==> src/rtl/dec_chain_pkg.sv <==
// Shared types and constants for the receive decimation chain controller.
// Config layout, state encoding, reset defaults and the total-decimation helper.
package dec_chain_pkg;

    typedef enum logic [1:0] {
        IDLE  = 2'd0,
        START = 2'd1,
        FLUSH = 2'd2,
        RUN   = 2'd3
    } state_t;

    localparam int CFG_RATE_LSB = 0;
    localparam int CFG_RATE_MSB = 7;
    localparam int CFG_HB1_BIT  = 8;
    localparam int CFG_HB2_BIT  = 9;

    localparam logic [7:0]  DEFAULT_RATE = 8'd1;
    localparam logic [31:0] SAMP_MAX     = 32'hFFFF_FFFF;

    typedef struct packed {
        logic [7:0] rate;
        logic       hb1_en;
        logic       hb2_en;
    } cfg_t;

    localparam cfg_t CFG_RESET = '{rate: DEFAULT_RATE, hb1_en: 1'b0, hb2_en: 1'b0};

    // hb2 sits behind hb1, so it is only meaningful when hb1 is enabled
    function automatic cfg_t cfg_decode(input logic [9:0] d);
        cfg_t c;
        c.rate   = (d[CFG_RATE_MSB:CFG_RATE_LSB] == 8'd0) ? DEFAULT_RATE
                                                          : d[CFG_RATE_MSB:CFG_RATE_LSB];
        c.hb1_en = d[CFG_HB1_BIT];
        c.hb2_en = d[CFG_HB2_BIT] & d[CFG_HB1_BIT];
        return c;
    endfunction

    function automatic logic [9:0] total_dec(input cfg_t c);
        logic [1:0] n_hb;
        n_hb = {1'b0, c.hb1_en} + {1'b0, c.hb2_en};
        return {2'b00, c.rate} << n_hb;
    endfunction

endpackage

==> src/rtl/dec_cfg_reg.sv <==
// Settings-bus config register: address decode, rate-0 fix-up, hb2 masking.
// Latency: pending updates one cycle after a write; next_cfg forwards the write combinationally.
// Backpressure: none, every matching write is accepted.
module dec_cfg_reg
    import dec_chain_pkg::*;
#(
    parameter logic [7:0] BASE = 8'd0
) (
    input  logic        clk,
    input  logic        rst_n,
    input  logic        set_stb,
    input  logic [7:0]  set_addr,
    input  logic [31:0] set_data,
    output cfg_t        next_cfg
);

    cfg_t pend_cfg;
    logic hit;
    logic unused_hi;

    assign hit       = set_stb && (set_addr == BASE);
    assign unused_hi = ^set_data[31:10];
    assign next_cfg  = hit ? cfg_decode(set_data[9:0]) : pend_cfg;

    always_ff @(posedge clk) begin
        if (!rst_n) begin
            pend_cfg <= CFG_RESET;
        end else begin
            pend_cfg <= next_cfg;
        end
    end

endmodule

==> src/rtl/dec_chain_ctrl.sv <==
// Decimation chain sequencer: latches config at start, flushes transient outputs, gates strobes.
// Latency: chain_run 2 cycles after run rises; stb_out follows stb_dec by 1 cycle in RUN.
// Backpressure: none; run=0 aborts at once and drops any coincident strobe.
module dec_chain_ctrl
    import dec_chain_pkg::*;
#(
    parameter logic [7:0] BASE        = 8'd0,
    parameter int          FLUSH_SAMPS = 8
) (
    input  logic        clk,
    input  logic        rst_n,
    input  logic        set_stb,
    input  logic [7:0]  set_addr,
    input  logic [31:0] set_data,
    input  logic        run,
    input  logic        stb_dec,
    output logic [7:0]  cic_rate,
    output logic        hb1_bypass,
    output logic        hb2_bypass,
    output logic        chain_run,
    output logic        stb_out,
    output logic [9:0]  dec_total,
    output logic [31:0] samp_count,
    output logic        busy
);

    localparam logic [7:0] FLUSH_LIM = 8'(FLUSH_SAMPS);

    state_t     state;
    logic [7:0] flush_cnt;
    cfg_t       next_cfg;

    dec_cfg_reg #(.BASE(BASE)) u_cfg (
        .clk      (clk),
        .rst_n    (rst_n),
        .set_stb  (set_stb),
        .set_addr (set_addr),
        .set_data (set_data),
        .next_cfg (next_cfg)
    );

    always_ff @(posedge clk) begin
        if (!rst_n) begin
            state      <= IDLE;
            flush_cnt  <= 8'd0;
            cic_rate   <= DEFAULT_RATE;
            hb1_bypass <= 1'b1;
            hb2_bypass <= 1'b1;
            chain_run  <= 1'b0;
            stb_out    <= 1'b0;
            dec_total  <= 10'd1;
            samp_count <= 32'd0;
            busy       <= 1'b0;
        end else begin
            stb_out <= 1'b0;
            case (state)
                IDLE: begin
                    chain_run <= 1'b0;
                    if (run) begin
                        state      <= START;
                        busy       <= 1'b1;
                        cic_rate   <= next_cfg.rate;
                        hb1_bypass <= ~next_cfg.hb1_en;
                        hb2_bypass <= ~next_cfg.hb2_en;
                        dec_total  <= total_dec(next_cfg);
                    end
                end
                START: begin
                    samp_count <= 32'd0;
                    flush_cnt  <= 8'd0;
                    if (!run) begin
                        state     <= IDLE;
                        chain_run <= 1'b0;
                        busy      <= 1'b0;
                    end else begin
                        state     <= (FLUSH_LIM != 8'd0) ? FLUSH : RUN;
                        chain_run <= 1'b1;
                    end
                end
                FLUSH: begin
                    if (!run) begin
                        state     <= IDLE;
                        chain_run <= 1'b0;
                        busy      <= 1'b0;
                    end else if (stb_dec) begin
                        // the strobe that completes the flush is itself discarded
                        flush_cnt <= flush_cnt + 8'd1;
                        if (flush_cnt + 8'd1 == FLUSH_LIM) begin
                            state <= RUN;
                        end
                    end
                end
                RUN: begin
                    if (!run) begin
                        state     <= IDLE;
                        chain_run <= 1'b0;
                        busy      <= 1'b0;
                    end else if (stb_dec) begin
                        stb_out <= 1'b1;
                        if (samp_count != SAMP_MAX) begin
                            samp_count <= samp_count + 32'd1;
                        end
                    end
                end
                default: begin
                    state <= IDLE;
                end
            endcase
        end
    end

endmodule
==> config.mk <==
export PLATFORM = sky130hd
export DESIGN_NAME = dec_chain_ctrl
export DESIGN_NICKNAME = d
export VERILOG_FILES = /design/src/rtl/dec_chain_pkg.sv /design/src/rtl/dec_cfg_reg.sv /design/src/rtl/dec_chain_ctrl.sv
export SDC_FILE = /design/constraint.sdc
export NUM_CORES = 1
export LEC_CHECK = 0
export ABC_AREA = 1
export CAP_MARGIN = 10
export CELL_PAD_IN_SITES_DETAIL_PLACEMENT = 1
export CELL_PAD_IN_SITES_GLOBAL_PLACEMENT = 1
export CORE_MARGIN = 8
export CORE_UTILIZATION = 37
export CTS_BUF_LIST = sky130_fd_sc_hd__clkbuf_16
export CTS_CLUSTER_SIZE = 8
export DETAILED_ROUTE_END_ITERATION = 12
export PLACE_DENSITY = 0.95
export SLEW_MARGIN = 5
export SYNTH_ARGS = -nofsm -noshare
export SYNTH_HDL_FRONTEND = slang
export SYNTH_HIERARCHICAL = 1
export SYNTH_SLANG_ARGS = --single-unit
==> constraint.sdc <==
create_clock -name clk -period 5.3 [get_ports clk]
set_clock_uncertainty 0.1 [all_clocks]
set_input_delay 1.325 -clock clk [delete_from_list [all_inputs] [get_ports clk]]
set_output_delay 1.325 -clock clk [all_outputs]
set_load 0.05 [all_outputs]
==> qor.csv <==
metric;value;unit
synthTopCellsByCount;nand2_1, nor2_1, inv_1, dfxtp_1, a21oi_1;
finalSetupTns;0;ns
rows;38;
ys_async_sr_fraction;0;%
grt_pass1_wl;22600;um
drtAntennaViolNets;0;
status;finished, final reports clean;
drt-vias-per-instance;5.10;
grt_overflow;0;
synth_seq_cells;75;
rsz0062_at_grt;no;
r2r_end;samp_count[30]$_SDFFE_PN0P_;
powerDensity;244;mW/mm^2
layout-drive-gt1-share;5.30;%
ys_types;30;
ys.warnings.count;6;
chipHeight;122;um
fp.coreArea;0.0109;sq mm
wl_met1;5470;um
leakagePower;1.99;nW
fmax;295;MHz
place_congestion;0.878;
r2r_cells;10;
post_cts_buffers;0;
antenna_found_initial;0;
dr.first_iter.drc_count;196;
crit_arrival;3.55;ns
start_util;38.2;%
finalSetupViolations;0;
synth_area_leaders;dfxtp_1, nand2_1, nor2_1;
cts_resized;0;
tightest_slew;0.826;ns
die-area;0.0149;sq mm
p_total;0.00130;W
final_design_area_no_fill;0.00531;sq mm
r2r_start;samp_count[0]$_SDFFE_PN0P_;
postSynthAreaPerCell;6.31;sq um
relSlewSlack;44.7;%
antenna_cells;0;
crit_chain;clkdlybuf4s50_1 -> inv_1 -> nor2_2 -> nand2_1 -> o21bai_1 -> nand2_1 -> ha_1 -> nand2_1 -> o21ai_0 -> nand2_1 -> a31oi_1;
grt_pass1_vias;4786;
critPathCaptureType;register;
r2r_setup_slack;2.65;ns
dpl_cell_area;0.00503;sq mm
cts_buffers;9;
final.fill_count;1455;
num_vias;4464;
synth_top_area_share;36.1;%
cap_viol_max_count;0;
synth_cells;660;
synth_seq_area_share;36.1;%
path_clk_slew;0.06;ns
wl_per_cell;15.4;um
syn_to_final_growth;27.5;%
min_from;busy$_SDFFE_PN0P_;
period_share;64.0;%
final_net_count;780;
drc;0;
hold_viol_final;0;
synth_edf_count;0;
syn_area;0.00416;sq mm
htree_levels;3;
clk_path_buf_depth;2;
top_layer_used;met4;
seqCellArea;0.00150;sq mm
post-route-min-period;3.39;ns
grt_max_degree;40;
io_pins;100;
first_pass_iters;4;
yosysMostFrequentCell;nand2_1;
dpl.hpwl;10000;um
cts_sinks;75;
die_w;122;um
critical_path.max_fanout;16;
postCtsHoldBufs;0;
clk_latency;0.34;ns
fin_util;48.7;%
routed-wl-met2;7150;um
hp-class;register to register;
ir_drop;0.147;mV
syn_nets;709;
multiInputGateArea;0.00225;sq mm
finalWirelength;13500;um
cts_tree;built;
crit_path_start_kind;input port;
synth_top_area_cell;dfxtp_1;
wl_met3;616;um
hold_depth;2;
maxSlewViolCount;0;
crit_top_cell;nand2_1;
synthFlopType;dfxtp_1;
worstSetupPathType;input port to register;
io_buffers;77;
grt_usage;18.7;%
cpPeakStageDelay;0.59;ns
crit_slowest_cell;ha_1;
critPathRequiredTime;5.46;ns
min_to;busy$_SDFFE_PN0P_;
clockRootBuffer;clkbuf_16;
## per-layer routing
| layer | vias up | global-route usage (%) |
|---|---|---|
| met1 | 2150 | 19.4 |
| met4 | 0 | 6.93 |
| met2 | 85 | 35.2 |
| met3 | 28 | 4.77 |
| li1 | 2201 | - |
| met5 | - | 0 |
## worst max path at each step
stage                                           end         from  cells after the start  slack [ns]
final                     dec_total[6]$_SDFFE_PN0P_      set_stb                     11        1.91
after global routing      dec_total[8]$_SDFFE_PN0P_      set_stb                     11        1.67
after CTS                 dec_total[1]$_SDFFE_PN0P_      set_stb                     10        1.96
after detailed placement  dec_total[1]$_SDFFE_PN0P_      set_stb                     10        1.58
after global placement    dec_total[3]$_SDFFE_PN0P_      set_stb                     10        1.75
after floorplan           dec_total[3]$_SDFFE_PN0P_  set_addr[7]                     10        2.30
## critical path, delay by kind of cell
kind / cells / cell delay [ns]
simple gates: 5 / 0.59
fa+ha+maj: 1 / 0.59
compound gates: 3 / 0.55
buf+inv: 2 / 0.50
## through the flow
step                hold WS, ns  instances  setup WS [ns]
global placement          0.349        860           1.75
detailed placement        0.376        860           1.58
global route              0.409        876           1.67
finish                    0.393        876           1.91
CTS                       0.393        876           1.96
floorplan                 0.337        660           2.30
## cell usage in the layout (no fill, tap or decap), drive strengths merged
cell           instances
bufinv                 1
a22oi                  3
clkdlybuf4s50         77
xor2                   8
nor3                   6
clkinv                 4
o211ai                 1
ha                     4
o21ai                 19
nand3                 42
or2                    1
a31oi                  7
dfxtp                 75
clkbuf                 9
buf                    3
nand2                200
inv                   85
nand4                 11
xnor2                  8
a21oi                 40
o21bai                 3
nor2                 127
nor3b                  2
## kinds of logic (layout without fill, tap and decap cells)
family | count (synthesis) | count (layout) | synth area share [%]
AND/OR/NAND/NOR | 389 | 389 | 39.9
buffers and inverters | 103 | 179 | 9.95
XOR/XNOR | 16 | 16 | 3.37
adder cells (fa/ha/maj) | 4 | 4 | 1.20
AO/OA/AOI/OAI | 73 | 73 | 9.50
flip-flops | 75 | 75 | 36.1
## where the power goes
group          internal (W)  total (W)  switching (W)  leakage [nW]
Sequential         0.000573   0.000581     0.00000740         0.607
Clock              0.000355   0.000590       0.000235         0.146
Combinational     0.0000414   0.000125      0.0000833          1.23
## registers in the layout (all words and copies together) (netlist names), 2 cells and up
name            flops
state               2
flush_cnt           8
cic_rate            8
u_cfg/pend_cfg     10
dec_total          10
samp_count         32
## cell type report
type	instances	area share [%]
Clock buffer	9	4.25
Clock inverter	7	0.991
Inverter	83	5.87
Multi-Input combinational cell	482	42.3
Sequential cell	75	28.3
Tap cell	140	3.30
Timing Repair Buffer	80	15.0
No activity file was read; power rests on OpenSTA's default activity.
